$ cat src/rtl/hamming_secded_decoder_pipe.sv
// Two-stage pipelined Hamming SECDED decoder with valid/ready handshake on both sides
// and saturating single/double error counters for board-level diagnostics.
module hamming_secded_decoder_pipe #(
    parameter int DATA_W = 4,
    parameter int CNT_W  = 16,
    localparam int P      = (DATA_W <= 1)  ? 2 :
                            (DATA_W <= 4)  ? 3 :
                            (DATA_W <= 11) ? 4 :
                            (DATA_W <= 26) ? 5 : 6,
    localparam int CODE_W = DATA_W + P + 1
) (
    input  logic              clk,
    input  logic              rst,
    input  logic              in_valid,
    output logic              in_ready,
    input  logic [CODE_W-1:0] in_code,
    output logic              out_valid,
    input  logic              out_ready,
    output logic [DATA_W-1:0] out_data,
    output logic              out_single_err,
    output logic              out_double_err,
    input  logic              clr_counters,
    output logic [CNT_W-1:0]  single_cnt,
    output logic [CNT_W-1:0]  double_cnt
);

    localparam logic [P:0] MAX_SYN = (P+1)'(CODE_W - 1);

    function automatic logic [P-1:0] calc_syn(input logic [CODE_W-1:0] c);
        logic [P-1:0] s;
        s = '0;
        for (int i = 0; i < CODE_W - 1; i++) begin
            if (c[i]) s ^= P'(i + 1);
        end
        return s;
    endfunction

    // Data bits occupy every non-power-of-two Hamming position, d0 at the lowest.
    function automatic logic [DATA_W-1:0] extract_data(input logic [CODE_W-1:0] c);
        logic [DATA_W-1:0] d;
        int j;
        d = '0;
        j = 0;
        for (int pos = 1; pos < CODE_W; pos++) begin
            if ((pos & (pos - 1)) != 0) begin
                d[j] = c[pos-1];
                j++;
            end
        end
        return d;
    endfunction

    function automatic logic [CNT_W-1:0] sat_inc(input logic [CNT_W-1:0] v);
        return (&v) ? v : v + CNT_W'(1);
    endfunction

    logic              vld_p1;
    logic [CODE_W-1:0] code_p1;
    logic [P-1:0]      syn_p1;
    logic              ov_p1;
    logic              en1, en2;
    logic [CODE_W-1:0] flip_c;
    logic [DATA_W-1:0] data_c;
    logic              single_c, double_c;
    logic              xfer_out;

    assign en2      = !out_valid || out_ready;
    assign en1      = !vld_p1 || en2;
    assign in_ready = en1;
    assign xfer_out = out_valid && out_ready;

    // Stage 1: capture codeword, syndrome and overall parity
    always_ff @(posedge clk) begin
        if (en1 && in_valid) begin
            code_p1 <= in_code;
            syn_p1  <= calc_syn(in_code);
            ov_p1   <= ^in_code;
        end
    end

    // Stage 2: classify the error and build the corrected data
    always_comb begin
        flip_c   = '0;
        single_c = 1'b0;
        double_c = 1'b0;
        if (ov_p1) begin
            if (syn_p1 == '0) begin
                single_c = 1'b1;
            end else if ({1'b0, syn_p1} <= MAX_SYN) begin
                single_c = 1'b1;
                flip_c   = CODE_W'(1) << (syn_p1 - P'(1));
            end else begin
                double_c = 1'b1;
            end
        end else if (syn_p1 != '0) begin
            double_c = 1'b1;
        end
        data_c = extract_data(code_p1 ^ flip_c);
    end

    always_ff @(posedge clk) begin
        if (rst) begin
            vld_p1         <= 1'b0;
            out_valid      <= 1'b0;
            out_data       <= '0;
            out_single_err <= 1'b0;
            out_double_err <= 1'b0;
            single_cnt     <= '0;
            double_cnt     <= '0;
        end else begin
            if (en1) vld_p1 <= in_valid;
            if (en2) begin
                out_valid <= vld_p1;
                if (vld_p1) begin
                    out_data       <= data_c;
                    out_single_err <= single_c;
                    out_double_err <= double_c;
                end
            end
            // Clear wins over a same-cycle counted transfer.
            if (clr_counters) begin
                single_cnt <= '0;
                double_cnt <= '0;
            end else if (xfer_out) begin
                if (out_single_err) single_cnt <= sat_inc(single_cnt);
                if (out_double_err) double_cnt <= sat_inc(double_cnt);
            end
        end
    end

endmodule

$ cat config.mk
export PLATFORM = sky130hd
export DESIGN_NAME = hamming_secded_decoder_pipe
export DESIGN_NICKNAME = d
export VERILOG_FILES = /design/src/rtl/hamming_secded_decoder_pipe.sv
export SDC_FILE = /design/constraint.sdc
export NUM_CORES = 1
export LEC_CHECK = 0
export CAP_MARGIN = 30
export CELL_PAD_IN_SITES_DETAIL_PLACEMENT = 0
export CELL_PAD_IN_SITES_GLOBAL_PLACEMENT = 2
export CORE_MARGIN = 5
export CORE_UTILIZATION = 30
export CTS_CLUSTER_SIZE = 24
export DETAILED_ROUTE_END_ITERATION = 10
export GPL_ROUTABILITY_DRIVEN = 0
export HOLD_SLACK_MARGIN = 0.06
export PLACE_DENSITY_LB_ADDON = 0.1
export SYNTH_ARGS = -nofsm -noshare
export SYNTH_HDL_FRONTEND = slang
export SYNTH_SLANG_ARGS = --single-unit
$ cat constraint.sdc
create_clock -name clk -period 3.1 [get_ports clk]
set_clock_uncertainty 0.2 [all_clocks]
set_input_delay 0.62 -clock clk [delete_from_list [all_inputs] [get_ports clk]]
set_output_delay 0.62 -clock clk [all_outputs]
set_load 0.01 [all_outputs]
==> summary.txt, run 1 <==
Starting density of the core: 0.305
Worst Path Required: 2.28 ns
Synth Cell Area: 2320 µm²
Largest delay share family, worst path: buffers and inverters
Fin nets: 325
Reg power frac: 0.575
CTS buffer count: 5
Combinational Power Share: 0.090
Area share of the largest cell type after synthesis: 0.346
CP Launch Type: input pin
Endpoint class of the critical path: output port
Switch Pwr: 0.296 mW
PortBufs: 52
Largest net degree at the start of global routing: 18
Fmax: 365 MHz
GRT Resource Usage Total: 0.126
H-tree depth: 2
Row count: 32
Min-delay worst type: reg -> reg
GRT Residual Overflow: 0
FILL cells: 814
Core footprint: 7610 µm²
Total number of vias: 2161
Final setup vio count: 0
Synth warnings: 0
Max-slew violation count: 0
Clock power frac: 0.335
Worst path buffer plus inverter count: 2
Post-CTS resize count: 0
RSZ-0062 raised after global routing: no
DRC viols: 0
Run status: finished clean
Share of cells above drive strength 1: 0.0643
1st-iter DRT viols: 70
Synth area leader: dfxtp_1
Die area: 9580 µm²
Pleak: 0.926 nW
CTS tree: built
Setup TNS Final: 0 ns
1st-pass router iterations: 4
Async SR Flop Fraction: 0
Clock sink count: 48
Initial antenna violation count: 0
Register bit total from synthesis: 48
Worst Path Max Fanout: 4
Worst skew pair latency: 0.30 ns
Top-count cell post-synth: dfxtp_1
Die Y: 97.9 µm
CTS clock-pin slew for the worst setup and hold paths: 0.10 ns
Critical-path cell list: clkdlybuf4s50_1 > nor2b_1 > nand2_1 > clkdlybuf4s50_1
ANT cells: 0
Most used cell along the critical path: clkdlybuf4s50_1
Share of the clock period used by the worst path: 0.884
Synth Flop Type: dfxtp_1
Root buf cell: clkbuf_8
Post-detail-place hpwl: 4340 µm
IO Count: 53
Area growth syn-to-layout: 32.9%
Relative slew slack: 0.371
Syn Area/Cell: 9.16 µm²
Pwr dens: 381 nW/µm²
Vias per inst: 5.23
Cts hold-fix bufs: 0
Maximum buffer depth of the clock tree: 2
Post-synthesis sequential area ratio: 0.449
Fin crit period: 2.74 ns
Routed WL: 5850 µm
Setup Crit Path Kind: in -> out
First-pass GRT wire length: 9980 µm
Crit path DAT: 1.92 ns
Die W: 97.9 µm
Yosys cell types: 36
WL per Instance: 14.2 µm
EDFF count, synth: 8
Vias in the first global route: 2047
MaxCap Viol Count: 0
Commonest cells post-synth: 40 x dfxtp_1, 23 x a21oi_1, 15 x nand2_1, 15 x nand3_1
Cell-internal power: 0.877 mW
Area contributors post-synth: dfxtp_1 35%, edfxtp_1 10%, a21oi_1 5.0%
Mapped Nets: 268
Final hold slack: 0.306 ns
Sw Share: 0.252
Worst Max-Slew Pin Slew: 0.934 ns
Largest stage delay, worst path: 0.49 ns
Crit path max-delay cell type: clkdlybuf4s50_1
Setup Buffers After CTS: 0
Peak supply drop: 0.211 mV
ANT nets after route: 0
Syn Inst Count: 253
Final Hold Fails: 0
[layout by cell type, fill, tap and decap left out, drive strengths merged, types with 2 or more instances in the layout]
cell / n
a211oi: 4
clkdlybuf4s50: 52
o31ai: 11
nand4b: 4
nor2: 13
nor2b: 2
a21oi: 23
ha: 2
o21a: 3
clkinv: 2
o21ai: 12
nand2: 15
edfxtp: 8
clkbuf: 5
buf: 8
o311ai: 2
xor2: 7
and4: 5
and2: 2
dfxtp: 40
and3: 5
nand4: 11
nor4: 4
nand3: 15
nor3: 4
o211ai: 4
or2: 2
mux2i: 3
xnor2: 9
o41ai: 3
or3: 13
or4: 12
inv: 3
[metrics by stage]
step | utilization | total power [mW] | worst slack (ns) | instances | instance area (µm²)
floorplan | - | 0.745 | 0.848 | 253 | 2320
global placement | 0.393 | 0.796 | 0.267 | 405 | 2990
detailed placement | 0.393 | 0.797 | 0.255 | 405 | 2990
CTS | 0.405 | 1.20 | 0.360 | 413 | 3080
global route | 0.405 | 1.23 | 0.255 | 413 | 3080
finish | 0.405 | 1.17 | 0.360 | 413 | 3080
[logic make-up (layout without fill, tap and decap cells)]
| logic type | after synthesis | count (layout) | share of synthesized area |
|---|---|---|---|
| buf+inv | 12 | 70 | 0.0216 |
| simple gates | 107 | 107 | 0.265 |
| mux | 3 | 3 | 0.0130 |
| compound gates | 65 | 65 | 0.180 |
| flops | 48 | 48 | 0.449 |
| fa+ha+maj | 2 | 2 | 0.0108 |
| xor+xnor | 16 | 16 | 0.0605 |
[routing by layer]
layer,track usage,vias to the layer above,share of wire
met5,0,-,0
met4,0.0469,0,0.019
met3,0.0350,8,0.044
met2,0.188,48,0.44
met1,0.173,1014,0.49
li1,-,1091,-
[flip-flops by register name, summed over array words and instances (netlist names)]
signal	flops
double_cnt	16
single_cnt	16
code_p1	4
out_data	4
syn_p1	3
out_double_err	1
out_single_err	1
out_valid	1
ov_p1	1
vld_p1	1
[layout make-up]
cell class	count	area, µm²	area share
Tap cell	102	128	0.0414
Clock inverter	3	22.5	0.00731
Sequential cell	48	1040	0.338
Clock buffer	5	68.8	0.0223
Inverter	2	7.51	0.00244
Timing Repair Buffer	60	581	0.188
Multi-Input combinational cell	193	1230	0.400
[final timing paths]
| kind | slack [ns] | depth (start not counted) | from | end |
|---|---|---|---|---|
| min reg2reg | 0.31 | 2 | out_data[2]$_SDFFE_PP0P_ | out_data[2]$_SDFFE_PP0P_ |
| max | 0.36 | 4 | out_ready | in_ready |
| max reg2reg | 0.51 | 6 | double_cnt[0]$_SDFFE_PP0P_ | double_cnt[1]$_SDFFE_PP0P_ |
| min | 0.31 | 2 | out_data[2]$_SDFFE_PP0P_ | out_data[2]$_SDFFE_PP0P_ |
[power by group through the flow]
stage / logic (mW) / clock network [mW] / registers (mW)
finish: 0.106 / 0.393 / 0.674
global route: 0.118 / 0.436 / 0.679
CTS: 0.109 / 0.412 / 0.674
detailed placement: 0.108 / 0 / 0.689
global placement: 0.108 / 0 / 0.688
floorplan: 0.0566 / 0 / 0.688
[worst register-to-register path: stages, from the launching register on]
cell and delay, ns:
dfxtp_1 0.42, ha_1 0.25, nand4_1 0.17, o41ai_2 0.88, buf_4 0.33, mux2i_1 0.20, nor2_1 0.05
Power figures use the tool's default switching activity.
==> run 2, diff against run 1 <==
Settings changed: HOLD_SLACK_MARGIN 0.06 to 0.03.
==> results of run 2 <==
Same layout as run 1: the final DEF is identical, and so are final timing and power.
==> run 3, diff against run 2 <==
Settings changed: ABC_CLOCK_PERIOD_IN_PS from default to 3100.
==> results of run 3 <==
Same layout as run 1: the final DEF is identical, and so are final timing and power.
